`config.mk`:
```
export PLATFORM = sky130hd
export DESIGN_NAME = axis_align_arb_flat
export DESIGN_NICKNAME = d
export VERILOG_FILES = /design/src/rtl/axis_align_arb_if.sv /design/src/rtl/axis_align_arb.sv /design/src/flat_wrapper.sv
export SDC_FILE = /design/constraint.sdc
export NUM_CORES = 1
export LEC_CHECK = 0
export CAP_MARGIN = 30
export CORE_MARGIN = 8
export CORE_UTILIZATION = 45
export DETAILED_ROUTE_END_ITERATION = 16
export DONT_BUFFER_PORTS = 1
export PLACE_DENSITY = 0.67
export SLEW_MARGIN = 25
export SYNTH_ARGS = -nofsm -noshare
export SYNTH_HDL_FRONTEND = slang
export SYNTH_SLANG_ARGS = --single-unit
```
`constraint.sdc`:
```
create_clock -name aclk -period 1.7 [get_ports aclk]
set_clock_uncertainty 0.05 [all_clocks]
set_input_delay 0.34 -clock aclk [delete_from_list [all_inputs] [get_ports aclk]]
set_output_delay 0.34 -clock aclk [all_outputs]
set_load 0.05 [all_outputs]
```
`src/rtl/axis_align_arb_if.sv`:
```
// AXI-Stream bundle carrying LANES parallel 32-bit streams; LANES=N on the
// source side of the arbiter, LANES=1 toward the aligner.
interface axis_align_arb_if #(
    parameter int LANES = 1
) ();
    logic [LANES*32-1:0] tdata;
    logic [LANES*4-1:0]  tkeep;
    logic [LANES-1:0]    tlast;
    logic [LANES-1:0]    tvalid;
    logic [LANES-1:0]    tready;

    // A beat transfers on a rising edge where tvalid and tready are both 1;
    // the master holds tdata/tkeep/tlast/tvalid until that edge.
    modport master (
        output tdata,
        output tkeep,
        output tlast,
        output tvalid,
        input  tready
    );

    modport slave (
        input  tdata,
        input  tkeep,
        input  tlast,
        input  tvalid,
        output tready
    );
endinterface

```
`src/rtl/axis_align_arb.sv`:
```
// Packet-granular round-robin arbiter feeding one byte packer; a one-beat hold
// register keeps tlast on a beat with non-zero tkeep and drops zero-keep beats.
module axis_align_arb #(
    parameter int N = 2
) (
    input  logic                aclk,
    input  logic                areset,
    axis_align_arb_if.slave     s,
    axis_align_arb_if.master    m,
    output logic [N-1:0]        grant,
    output logic                empty_pkt,
    output logic                dbg_state_o
);

    typedef enum logic {
        IDLE = 1'b0,
        BUSY = 1'b1
    } state_e;

    state_e         state_q;
    logic [N-1:0]   grant_q;
    logic [1:0]     gidx_q;
    logic [1:0]     rr_q;
    logic [31:0]    h_data_q;
    logic [3:0]     h_keep_q;
    logic           h_last_q;
    logic           h_full_q;
    logic           empty_q;

    logic           arb_any;
    logic [1:0]     arb_idx;
    logic [N-1:0]   arb_onehot;
    logic [1:0]     rr_d;

    logic           sel_valid;
    logic [31:0]    sel_data;
    logic [3:0]     sel_keep;
    logic           sel_last;

    logic           m_valid;
    logic           force_last;
    logic           sel_ready;
    logic           load_h;
    logic           clear_h;
    logic           release_g;
    logic           drop_empty;

    // First requester at or after the round-robin pointer, wrapping modulo N.
    always_comb begin
        arb_any = 1'b0;
        arb_idx = '0;
        for (int k = 0; k < N; k++) begin
            if (!arb_any && s.tvalid[(int'(rr_q) + k) % N]) begin
                arb_any = 1'b1;
                arb_idx = 2'((int'(rr_q) + k) % N);
            end
        end
        for (int i = 0; i < N; i++) begin
            arb_onehot[i] = (arb_idx == 2'(i));
        end
    end

    assign rr_d = (gidx_q == 2'(N - 1)) ? 2'd0 : gidx_q + 2'd1;

    always_comb begin
        sel_valid = 1'b0;
        sel_data  = '0;
        sel_keep  = '0;
        sel_last  = 1'b0;
        for (int i = 0; i < N; i++) begin
            if (grant_q[i]) begin
                sel_valid = s.tvalid[i];
                sel_data  = s.tdata[32*i +: 32];
                sel_keep  = s.tkeep[4*i +: 4];
                sel_last  = s.tlast[i];
            end
        end
    end

    // A buffered non-last beat is only sent once its successor proves whether
    // it is really the final non-empty beat of the packet.
    always_comb begin
        m_valid    = 1'b0;
        force_last = 1'b0;
        sel_ready  = 1'b0;
        load_h     = 1'b0;
        clear_h    = 1'b0;
        release_g  = 1'b0;
        drop_empty = 1'b0;
        if (state_q == BUSY) begin
            if (h_full_q && h_last_q) begin
                m_valid = 1'b1;
                if (m.tready[0]) begin
                    clear_h   = 1'b1;
                    release_g = 1'b1;
                end
            end else if (sel_valid) begin
                if (sel_keep != 4'b0000) begin
                    if (!h_full_q) begin
                        sel_ready = 1'b1;
                        load_h    = 1'b1;
                    end else begin
                        m_valid   = 1'b1;
                        sel_ready = m.tready[0];
                        load_h    = m.tready[0];
                    end
                end else if (!sel_last) begin
                    sel_ready = 1'b1;
                end else if (h_full_q) begin
                    m_valid    = 1'b1;
                    force_last = 1'b1;
                    sel_ready  = m.tready[0];
                    clear_h    = m.tready[0];
                    release_g  = m.tready[0];
                end else begin
                    sel_ready  = 1'b1;
                    drop_empty = 1'b1;
                    release_g  = 1'b1;
                end
            end
        end
    end

    always_ff @(posedge aclk) begin
        if (areset) begin
            state_q  <= IDLE;
            grant_q  <= '0;
            gidx_q   <= '0;
            rr_q     <= '0;
            h_data_q <= '0;
            h_keep_q <= '0;
            h_last_q <= 1'b0;
            h_full_q <= 1'b0;
            empty_q  <= 1'b0;
        end else begin
            empty_q <= drop_empty;
            case (state_q)
                IDLE: begin
                    if (arb_any) begin
                        state_q <= BUSY;
                        grant_q <= arb_onehot;
                        gidx_q  <= arb_idx;
                    end
                end
                BUSY: begin
                    if (load_h) begin
                        h_data_q <= sel_data;
                        h_keep_q <= sel_keep;
                        h_last_q <= sel_last;
                        h_full_q <= 1'b1;
                    end else if (clear_h) begin
                        h_last_q <= 1'b0;
                        h_full_q <= 1'b0;
                    end
                    if (release_g) begin
                        state_q <= IDLE;
                        grant_q <= '0;
                        rr_q    <= rr_d;
                    end
                end
            endcase
        end
    end

    assign s.tready    = grant_q & {N{sel_ready}};
    assign m.tvalid[0] = m_valid;
    assign m.tdata     = h_data_q;
    assign m.tkeep     = h_keep_q;
    assign m.tlast[0]  = h_last_q | force_last;
    assign grant       = grant_q;
    assign empty_pkt   = empty_q;
    assign dbg_state_o = (state_q == BUSY);

endmodule

```
`src/flat_wrapper.sv`:
```
// flat-port wrapper written by rule: the top's interface ports become plain ports
module axis_align_arb_flat 
#(
    parameter int N = 2
)
  (aclk, areset, grant, empty_pkt, dbg_state_o, s_tdata, s_tkeep, s_tlast, s_tvalid, s_tready, m_tdata, m_tkeep, m_tlast, m_tvalid, m_tready);
  axis_align_arb_if #(.LANES(N)) s_i ();
  axis_align_arb_if #(.LANES(1)) m_i ();
  input  logic aclk;
  input  logic areset;
  output logic [N-1:0] grant;
  output logic empty_pkt;
  output logic dbg_state_o;
  input wire logic [$bits(s_i.tdata)-1:0] s_tdata;
  input wire logic [$bits(s_i.tkeep)-1:0] s_tkeep;
  input wire logic [$bits(s_i.tlast)-1:0] s_tlast;
  input wire logic [$bits(s_i.tvalid)-1:0] s_tvalid;
  output wire logic [$bits(s_i.tready)-1:0] s_tready;
  output wire logic [$bits(m_i.tdata)-1:0] m_tdata;
  output wire logic [$bits(m_i.tkeep)-1:0] m_tkeep;
  output wire logic [$bits(m_i.tlast)-1:0] m_tlast;
  output wire logic [$bits(m_i.tvalid)-1:0] m_tvalid;
  input wire logic [$bits(m_i.tready)-1:0] m_tready;
  assign s_i.tdata = s_tdata;
  assign s_i.tkeep = s_tkeep;
  assign s_i.tlast = s_tlast;
  assign s_i.tvalid = s_tvalid;
  assign s_tready = s_i.tready;
  assign m_tdata = m_i.tdata;
  assign m_tkeep = m_i.tkeep;
  assign m_tlast = m_i.tlast;
  assign m_tvalid = m_i.tvalid;
  assign m_i.tready = m_tready;
  axis_align_arb #(.N(N)) u_core (.aclk(aclk), .areset(areset), .s(s_i), .m(m_i), .grant(grant), .empty_pkt(empty_pkt), .dbg_state_o(dbg_state_o));
endmodule
```
-- After elaboration in Yosys (flattened, before gate mapping)
Cells that the tools add are included.
- bits in registers: 45
- bits in latches: 0
- RAM bits: 0
- bits in read-only memories: 0
- bits of input ports: 79
- output and inout port bits: 44
- logic and storage cells: 95
- memories kept: 0
- add/sub/neg operators: 2
- $mul: 0
- divide/modulo/power cells: 0
- order comparisons: 2
- equal/unequal tests: 4
- shifts and indexed selects: 0
- multiplexer cells: 60
- bitwise logic cells: 6
- reduce and logical (&&, ||, !) cells: 12
- operators with widths (cell ; number):
    2-to-1 mux 32 bit ; 2
    2-to-1 mux 1 bit ; 51
    AND reduction 2 bit ; 5
    2-to-1 mux 4 bit ; 2
    2-to-1 mux 2 bit ; 3
    OR reduction 6 bit ; 1
    == test 2 x 1 -> 1 bit (second input constant) ; 2
    case mux 2 bit (2 select lines) ; 1
    nonzero test 4 bit ; 1
    less-than comparator 2 x 3 -> 1 bit (second input constant) ; 1
    NOT 1 bit ; 3
    adder 1 bit (second input constant) ; 2
    AND 2 bit ; 1
    logical AND 1 bit ; 2
    logical NOT 2 bit ; 1
    less-than comparator 1 x 2 -> 1 bit (second input constant) ; 1
    inequality test 2 x 1 -> 1 bit (second input constant) ; 1
    inequality test 2 bit (second input constant) ; 1
    case mux 1 bit (2 select lines) ; 1
    nonzero test 2 bit ; 1
    AND 1 bit (first input constant) ; 1
    logical NOT 1 bit ; 1
    OR 1 bit ; 1

-- Longest topological paths before layout
- word-level depth: 10
- gate-level depth with buffers: 7
- depth with buffers taken out: 4

-- Worst setup path before layout
No wires, ideal clock.
- path kind: flip-flop to output port
- start: register u_core.grant_q[1], in the netlist u_core.grant[1]
- end: output port m_tlast
- arrival: 1985 ps
- required time: 1310 ps
- setup slack: -675 ps
- stages on the path, launching flop included: 5
- buffers on the path: 1
- cell sequence: dfxtp_1 -> buf_2 -> and3_1 -> o221ai_2 -> o21bai_1
- longest elaborated chain between the ends: 7
- elaborated cells between the ends (all ways): 10
- classes of those cells: mux (8); bitwise (1); reduce/logical (1)
- RTL lines (element ; line ; source):
    from (decl) ; axis_align_arb.sv:21 ; logic [N-1:0] grant_q;
    from (signal assigned) ; axis_align_arb.sv:141 ; grant_q <= arb_onehot;
    2-to-1 mux 4 bit / 2-to-1 mux 1 bit (equally long branches) ; axis_align_arb.sv:71 ; if (grant_q[i]) begin
    nonzero test 4 bit / 2-to-1 mux 1 bit (equally long branches) ; axis_align_arb.sv:98, axis_align_arb.sv:107 ;
    2-to-1 mux 1 bit ; axis_align_arb.sv:98 ; if (sel_keep != 4'b0000) begin
    2-to-1 mux 1 bit (*) ; axis_align_arb.sv:97 ; end else if (sel_valid) begin
    2-to-1 mux 1 bit (*) ; axis_align_arb.sv:91 ; if (h_full_q && h_last_q) begin
    2-to-1 mux 1 bit (*) ; axis_align_arb.sv:90 ; if (state_q == BUSY) begin
    OR 1 bit (*) ; axis_align_arb.sv:169 ; assign m.tlast[0] = h_last_q | force_last;
    to (decl) ; flat_wrapper.sv:21 ; output wire logic [$bits(m_i.tlast)-1:0] m_tlast;
Every way passes the cells marked *; elsewhere a longest branch is shown, timed or not.

-- Worst setup path after layout
Same ends and word-level chain as after synthesis.

==> results.yml <==
global_route:
  grt_max_degree: 47
  antenna_found_initial: 0
  grt_pass1_wl_um: 10300
  grt.total_usage_pct: 16.8
  grt.overflow.total: 0
  grt_pass1_vias: 2054
sta:
  hold_violations: 0
  fin_setup_tns_ps: -2250
  fmax_mhz: 518
  worst_pin_slew_ps: 584
  rsz0062_at_grt: "true"
  slew_violations: 0
  fin_crit_ps: 1930
  setup_viol: 40
  slew_headroom_pct: 61.0
  fin_crit_sh_pct: 114
  setup_ws_ps: -231
synth:
  synth.distinct_cells: 35
  synth_seq_cells: 44
  synth_compound_area_share_pct: 46.8
  yosysSeqAreaShare_pct: 38.3
  synth_fp_nets: 318
  avgSynthCellArea_um2: 9.63
  async_flop_share_pct: 0
  synth_area_leaders: "dfxtp_1 38%, a211oi_2 16%, a22oi_1 12%"
  synth-main-ff-cell: "dfxtp_1"
  yosysTopAreaCell: "dfxtp_1"
  synthAdderAreaFrac_pct: 0
  ys_warn_count: 0
  syn_area_um2: 2300
  yosysMostFrequentCell: "dfxtp_1"
  syn_inst: 239
  synth-xor-area-share_pct: 0
  muxShareOfSynthArea_pct: 0.489
  synth_top_family_by_area: "compound AO/OA/AOI/OAI gates"
  synthTopCellsByCount: "44 x dfxtp_1, 43 x a21oi_1, 38 x a22oi_1"
  synthSimpleGateAreaFrac_pct: 7.50
  synth_top_cell_area_share_pct: 38.3
  synth-edff-count: 0
critical_path:
  startpoint_type: "register"
  crit_type: "register to output port"
  end_kind: "output port"
  setup.worst_path.start: "u_core.grant[1]"
  endpoint: "m_tlast"
  r2r_slack_ps: -60
  critical_path_arrival_ps: 1540
  r2r_cells: 6
  regToRegStartpoint: "u_core.grant[1]"
  worst-endpoint-required_ps: 1310
  r2r_end: "u_core.m.tdata[22]"
  worstPathMaxFanout: 6
route:
  viasPerCell: 6.35
  wl_per_cell_um: 22.0
  wl_met1_um: 2900
  drcViolationCount: 0
  vias: 2064
  highest_layer: "met4"
  finalWirelength_um: 7160
  dr.pass1.iters: 4
  drtAntennaViolNets: 0
  wl_met3_um: 696
  met2_length_um: 3490
  drt_iter0_markers: 59
floorplan:
  io_pins: 123
  dieArea_um2: 7660
  start_util_pct: 45.9
  die_h_um: 87.5
  die_x_um: 87.5
  core-area_um2: 5010
  rows: 26
layout:
  fillers: 465
  finalNetCount: 333
  multiInputGateArea_um2: 1490
  drive_gt1_share_pct: 45.5
  syn_to_final_growth_pct: 29.3
  seq_area_um2: 887
  stdcell_area_um2: 2980
  antenna_cells: 0
  stdcell_count: 325
pwr:
  power_density_nw_per_um2: 833
  leakage_nw: 0.917
  ir_drop_uv: 526
  total_power_w: 0.00248
clocking:
  root_buffer: "clkbuf_8"
  cts_tree: "done"
  clockBufferDepth: 2
  cts_num_sinks: 44
  clk_pin_slew_ps: 80
  htreeDepth: 2
  clk_latency_ps: 290
  cts_buffers: 5
status:
  outcome: "complete, but fails checks"
  violations: "negative setup slack"
placement:
  pre_cts_slack_ps: -177
  dp_hpwl_um: 4840
  dpl.cell_count: 307
  gp_congestion: 0.814
  place_area_um2: 2550
  portBuffers: 0
hold_path:
  hold_class: "primary input to register"
run:
  max_cap_viol_count: 0
## state kept, by name (all words and copies together) (netlist names)
register / count
u_core.gidx_q: 1
u_core.h_full_q: 1
u_core.empty_pkt: 1
u_core.m.tdata: 32
u_core.m.tkeep: 4
u_core.grant: 2
u_core.h_last_q: 1
u_core.dbg_state_o: 1
u_core.rr_q: 1
## how the worst min path moves through the flow
stage	startpoint	to	slack (ps)	depth (start not counted)
after detailed placement	areset	u_core.m.tdata[16]	360	1
after CTS	areset	u_core.m.tkeep[1]	50	1
after floorplan	u_core.gidx_q[0]	u_core.gidx_q[0]	400	2
final	areset	u_core.empty_pkt	80	1
after global routing	areset	u_core.h_last_q	50	1
after global placement	areset	u_core.m.tdata[16]	360	1
## per-layer routing
layer	track usage [%]	up-vias
li1	-	965
met1	19.5	1012
met2	27.9	82
met3	6.04	5
met4	5.63	0
met5	0	-
## metrics by stage
step | util, % | hold WS (ps)
CTS | 53.9 | 47.2
finish | 59.4 | 75.5
floorplan | - | 405
global placement | 50.9 | 360
global route | 59.4 | 52.5
detailed placement | 50.9 | 361
## layout make-up
cell class | count | share of cell area [%]
clock inverter | 1 | 0.294
sequential | 44 | 29.8
tap | 70 | 2.94
timing repair buffer | 35 | 14.0
clock buffer | 7 | 2.57
multi-input combinational | 165 | 50.0
inverter | 3 | 0.378
## power by group
| group | total [W] | leakage [nW] | internal (W) | switching, W |
|---|---|---|---|---|
| Combinational | 0.000558 | 0.516 | 0.000249 | 0.000309 |
| Sequential | 0.00128 | 0.359 | 0.00108 | 0.000198 |
| Clock | 0.000638 | 0.0424 | 0.000294 | 0.000344 |
## timing repair
action,CTS,global route
setup endpoints to repair,4,40
pin swaps,8,29
gates cloned,0,7
gates resized for setup,10,35
hold buffers,0,0
buffers inserted,2,1
## cell usage in the layout (no fill, tap or decap), drive strengths merged, types with 2 or more instances in the layout
master  netlist  layout
clkbuf       13      11
nor2          5       5
inv           3       3
nand2b        2       2
and3          3       3
a21oi        43      43
dfxtp        44      44
o21ai         3       3
a211oi       37      37
a22oi        38      38
a21o          3       3
buf          14      31
o32ai         2       2
nand2         9       9
nor2b         3       3
nor4          3       3
nand3b        2       2
## critical path: stages, from the launching register on
cell,delay (ps)
dfxtp_4,370
buf_6,130
and4b_2,300
o221ai_4,140
o21bai_4,160
buf_12,150
## kinds of logic (layout without fill, tap and decap cells)
| group | after synthesis | in the layout |
|---|---|---|
| simple gates | 30 | 30 |
| flops | 44 | 44 |
| mux | 1 | 1 |
| buf+inv | 30 | 46 |
| compound gates | 134 | 134 |
Note: power is estimated with default switching activity, not from simulation.
